$ cat config.mk
export PLATFORM = sky130hd
export DESIGN_NAME = video_pattern_gen
export DESIGN_NICKNAME = d
export VERILOG_FILES = /design/src/rtl/video_pattern_gen.sv
export SDC_FILE = /design/constraint.sdc
export NUM_CORES = 1
export LEC_CHECK = 0
export ABC_AREA = 1
export CAP_MARGIN = 20
export CORE_MARGIN = 1
export CORE_UTILIZATION = 58
export DETAILED_ROUTE_END_ITERATION = 16
export PLACE_DENSITY_LB_ADDON = 0.25
export SLEW_MARGIN = 10
export SYNTH_ARGS = -nofsm -noshare
export SYNTH_HDL_FRONTEND = slang
export SYNTH_SLANG_ARGS = --single-unit
$ cat constraint.sdc
create_clock -name clk -period 2.4 [get_ports clk]
set_input_delay 0.6 -clock clk [delete_from_list [all_inputs] [get_ports clk]]
set_output_delay 0.6 -clock clk [all_outputs]
set_load 0.02 [all_outputs]
$ cat src/rtl/video_pattern_gen.sv
// Raster timing generator (vs/hs/de) with a selectable 24-bit RGB test pattern.
// All outputs registered; bus packing is R[23:16], G[15:8], B[7:0].
module video_pattern_gen #(
   parameter int   H_ACTIVE = 1280,
   parameter int   H_FP     = 110,
   parameter int   H_SYNC   = 40,
   parameter int   H_BP     = 220,
   parameter int   V_ACTIVE = 720,
   parameter int   V_FP     = 5,
   parameter int   V_SYNC   = 5,
   parameter int   V_BP     = 20,
   parameter logic HS_POL   = 1'b1,
   parameter logic VS_POL   = 1'b1
) (
   input  logic        clk,
   input  logic        rst_b,
   input  logic        en,
   input  logic [1:0]  pat_sel,
   output logic        vs_out,
   output logic        hs_out,
   output logic        de_out,
   output logic [23:0] rgb_data_out
);

   localparam int H_TOTAL = H_ACTIVE + H_FP + H_SYNC + H_BP;
   localparam int V_TOTAL = V_ACTIVE + V_FP + V_SYNC + V_BP;
   localparam int HW      = $clog2(H_TOTAL + 1);
   localparam int VW      = $clog2(V_TOTAL + 1);
   localparam int BAR_W   = (H_ACTIVE / 8 > 0) ? H_ACTIVE / 8 : 1;
   localparam int BPW     = $clog2(BAR_W + 1);

   localparam logic [HW-1:0]  H_LAST   = HW'(H_TOTAL - 1);
   localparam logic [HW-1:0]  H_ACT    = HW'(H_ACTIVE);
   localparam logic [HW-1:0]  HS_START = HW'(H_ACTIVE + H_FP);
   localparam logic [HW-1:0]  HS_END   = HW'(H_ACTIVE + H_FP + H_SYNC);
   localparam logic [VW-1:0]  V_LAST   = VW'(V_TOTAL - 1);
   localparam logic [VW-1:0]  V_ACT    = VW'(V_ACTIVE);
   localparam logic [VW-1:0]  VS_START = VW'(V_ACTIVE + V_FP);
   localparam logic [VW-1:0]  VS_END   = VW'(V_ACTIVE + V_FP + V_SYNC);
   localparam logic [BPW-1:0] BAR_LAST = BPW'(BAR_W - 1);

   logic [HW-1:0]  h_cnt_reg, h_cnt_next;
   logic [VW-1:0]  v_cnt_reg, v_cnt_next;
   logic [7:0]     frame_cnt_reg, frame_cnt_next;
   logic [1:0]     pat_reg, pat_eff;
   logic [2:0]     bar_idx_reg, bar_idx_next;
   logic [BPW-1:0] bar_pix_reg, bar_pix_next;
   logic           de_next, hs_next, vs_next;
   logic [23:0]    rgb_next, pix_rgb, bar_rgb;
   logic [7:0]     h_lo;
   logic           at_origin, h_last, v_last, active, checker_on;

   always_comb begin
      at_origin  = (h_cnt_reg == '0) && (v_cnt_reg == '0);
      // The frame's first pixel already uses the freshly sampled selection.
      pat_eff    = at_origin ? pat_sel : pat_reg;
      h_lo       = 8'(h_cnt_reg);
      checker_on = ((32'(h_cnt_reg) ^ 32'(v_cnt_reg)) & 32'd32) != 32'd0;
      active     = (h_cnt_reg < H_ACT) && (v_cnt_reg < V_ACT);
      de_next    = active;
      hs_next    = ((h_cnt_reg >= HS_START) && (h_cnt_reg < HS_END)) ? HS_POL : ~HS_POL;
      vs_next    = ((v_cnt_reg >= VS_START) && (v_cnt_reg < VS_END)) ? VS_POL : ~VS_POL;

      case (bar_idx_reg)
         3'd0:    bar_rgb = 24'hFFFFFF;
         3'd1:    bar_rgb = 24'hFFFF00;
         3'd2:    bar_rgb = 24'h00FFFF;
         3'd3:    bar_rgb = 24'h00FF00;
         3'd4:    bar_rgb = 24'hFF00FF;
         3'd5:    bar_rgb = 24'hFF0000;
         3'd6:    bar_rgb = 24'h0000FF;
         default: bar_rgb = 24'h000000;
      endcase

      case (pat_eff)
         2'd0:    pix_rgb = bar_rgb;
         2'd1:    pix_rgb = {3{h_lo}};
         2'd2:    pix_rgb = checker_on ? 24'hFFFFFF : 24'h000000;
         default: pix_rgb = {3{h_lo + frame_cnt_reg}};
      endcase
      rgb_next = active ? pix_rgb : 24'h000000;

      h_last         = (h_cnt_reg == H_LAST);
      v_last         = (v_cnt_reg == V_LAST);
      h_cnt_next     = h_last ? '0 : h_cnt_reg + 1'b1;
      v_cnt_next     = v_cnt_reg;
      frame_cnt_next = frame_cnt_reg;
      if (h_last) begin
         v_cnt_next = v_last ? '0 : v_cnt_reg + 1'b1;
         if (v_last) frame_cnt_next = frame_cnt_reg + 1'b1;
      end

      // Bar index tracks h_cnt by counting pixels within the bar; stays at 7 past the last bar.
      bar_idx_next = bar_idx_reg;
      bar_pix_next = bar_pix_reg + 1'b1;
      if (h_last) begin
         bar_idx_next = '0;
         bar_pix_next = '0;
      end else if (bar_pix_reg == BAR_LAST) begin
         bar_pix_next = '0;
         if (bar_idx_reg != 3'd7) bar_idx_next = bar_idx_reg + 1'b1;
      end
   end

   always_ff @(posedge clk or negedge rst_b) begin
      if (!rst_b) begin
         h_cnt_reg     <= '0;
         v_cnt_reg     <= '0;
         frame_cnt_reg <= '0;
         pat_reg       <= '0;
         bar_idx_reg   <= '0;
         bar_pix_reg   <= '0;
         de_out        <= 1'b0;
         hs_out        <= ~HS_POL;
         vs_out        <= ~VS_POL;
         rgb_data_out  <= '0;
      end else if (!en) begin
         h_cnt_reg     <= '0;
         v_cnt_reg     <= '0;
         bar_idx_reg   <= '0;
         bar_pix_reg   <= '0;
         de_out        <= 1'b0;
         hs_out        <= ~HS_POL;
         vs_out        <= ~VS_POL;
         rgb_data_out  <= '0;
      end else begin
         h_cnt_reg     <= h_cnt_next;
         v_cnt_reg     <= v_cnt_next;
         frame_cnt_reg <= frame_cnt_next;
         if (at_origin) pat_reg <= pat_sel;
         bar_idx_reg   <= bar_idx_next;
         bar_pix_reg   <= bar_pix_next;
         de_out        <= de_next;
         hs_out        <= hs_next;
         vs_out        <= vs_next;
         rgb_data_out  <= rgb_next;
      end
   end

endmodule

==> metrics <==
status finished clean; clock tree sinks 69; clock-pin slew on the worst setup and hold paths 0.08 ns; dpl cell area between 0.004 and 0.005 mm²; synth warn 0; Avg Inst Size Synth 8.41 µm²; clock skew between 0.01 and 0.015 ns; initial antenna violation count 0; post_cts resized 0; FILL cells 509; Initial Util 60.4%; P&R area growth vs syn 15.5%; RSZ-0062 raised after global routing no; leakage 2.18 nW; Port Buffers 31; pwr dens 637 mW/mm²; die width 83.6 µm; Final Setup Violations 0; post-synthesis sequential area ratio roughly 45%; crit path kind reg -> reg; share of the synthesized area in the top cell type 44.7%; overflow left after global routing 0; Arr. time, crit path between 2 and 2.5 ns; commonest non-fill, non-tap cell in the layout nor2_1; routed len/inst 13.7 µm; max cap viols 0; final worst setup slack approximately 0.29 ns; RePlAce Congestion approximately 0.86; ys async rst share 100%; area of the multi-input gates around 0.0019 mm²; Post-Syn Area 0.00386 mm²; share of post-route cells with drive strength above 1 10.5%; Period minus WS final 2.11 ns; die height 83.6 µm; final hold violation count 0; post-placement cell count 565; diode count 0; clk buf depth 2; Total GRT Usage 25.2%; Crit. End Element flop; VDD IR-drop max 0.483 mV; Synth Flop Type dfrtp_1; first-pass iteration count of the detailed router 7; drt first-iter violations 140; max-slew violations 0; hold buffers post-CTS 0; I/O pin cnt 32; crit-path max FO 12; post-route cell area 0.00446 mm²; H-tree depth 3; total CTS buffers 9; #FFs+latches synth 69; post-synthesis cell count 459; dpl ws 0.231 ns; Cell Rows 29; core area around 0.0064 mm²; Period Utilization, post-route 87.8%; Mapped Nets roughly 500; nets 527; detailed placement HPWL between 5 and 6 mm; setup TNS 0 ns; Max Clk Rate approximately 0.47 GHz; Detail Route Antenna Nets 0; synth unique cells 38; fin cells 581; Rel. slew slack 72.2%; worst min path class in -> async; Root Driver clkbuf_8; first-pass GRT wire length 14.0 mm; Post-synth EDFFs 0; startpoint types flop; vias in the first global route 3041; Data required, critical path 2.63 ns; Via Count between 3000 and 4000; largest net degree at the start of global routing 70; die area 0.00699 mm²; setup bufs post-CTS 0; Worst Tran Pin Value 0.416 ns; register area around 0.0017 mm²; Residual DRC 0; max FFs per register 24; clk_lat worst skew 0.35 ns; via/cell ratio 5.42; Total Routed Length 7.96 mm; Yosys top cell by area dfrtp_1; ranking of synthesized cells by area dfrtp_1, nor2_1, nand2_1; most frequent cells in the layout nor2_1, nand2_1, dfrtp_1, inv_1, clkdlybuf4s50_1; CTS tree built
## cells by family after synthesis
family          after synthesis  synth area share [%]
fa+ha+maj                    23                  7.65
xor+xnor                     24                  5.45
compound gates               46                  6.71
flops                        69                  44.7
simple gates                240                  29.5
buf+inv                      57                  6.00
## stage by stage
step,util (%),hold WS [ns],total power [mW]
6_report,69.8,0.248,2.84
3_5_place_dp,66.7,0.460,1.91
3_3_place_gp,66.7,0.454,1.89
2_1_floorplan,-,0.304,1.67
4_1_cts,69.8,0.264,2.86
5_1_grt,69.8,0.275,2.97
## power breakdown
| group | internal [mW] | switching [mW] | total, mW | leakage [nW] |
|---|---|---|---|---|
| combinational | 0.237 | 0.365 | 0.602 | 1.15 |
| clock | 0.483 | 0.468 | 0.951 | 0.0960 |
| sequential | 1.25 | 0.0372 | 1.28 | 0.933 |
## synth_stat cells (2+ instances only)
library cell	instances
nor2_4	2
a31oi_1	4
nand2_2	6
nand3_1	28
nor2_2	6
o22ai_1	7
a21oi_1	15
nand2_4	4
inv_2	3
inv_1	48
nand2_1	75
xor2_1	16
o21ai_0	8
nand4_1	9
dfrtp_1	69
nor2_1	86
nor3_1	11
o21ai_1	8
buf_2	2
ha_1	22
nand3_2	5
buf_4	2
xnor2_1	8
## critical path: stages, from the launching register on
cell and delay (ns):
dfrtp_1 0.47, inv_1 0.13, ha_1 0.17, nand3_1 0.09, nor2_1 0.18, nand3_1 0.12
nand2_1 0.07, nand2_1 0.25, nand3_1 0.22, nand2_4 0.10, nor2_1 0.12, nor2_1 0.05
## path summary, 6_finish.rpt
kind / depth (start not counted) / from / slack, ns / to
min in group clk: 1 / bar_pix_reg[0]$_DFF_PN0_ / 0.46 / bar_pix_reg[0]$_DFF_PN0_
hold / removal: 2 / rst_b / 0.25 / v_cnt_reg[8]$_DFFE_PN0P_
setup / recovery: 11 / h_cnt_reg[1]$_DFF_PN0_ / 0.29 / rgb_data_out[1]$_DFF_PN0_
setup reg to reg: 11 / h_cnt_reg[1]$_DFF_PN0_ / 0.29 / rgb_data_out[1]$_DFF_PN0_
max in group asynchronous: 2 / rst_b / 1.85 / rgb_data_out[4]$_DFF_PN0_
hold reg to reg: 1 / bar_pix_reg[0]$_DFF_PN0_ / 0.46 / bar_pix_reg[0]$_DFF_PN0_
## per-layer routing
| metal | track usage (%) | part of all wire [%] |
|---|---|---|
| met3 | 5.74 | 5.3 |
| met1 | 34.9 | 46 |
| met2 | 39.2 | 46 |
| met4 | 8.78 | 1.9 |
| met5 | 0 | 0 |
## layout make-up
class	instances	share of cell area [%]
sequential	69	38.7
clock inverter	7	1.63
clock buffer	9	2.78
multi-input combinational	333	42.7
tap	77	2.16
inverter	52	4.38
timing repair buffer	34	7.64
Power figures use the tool's default switching activity.
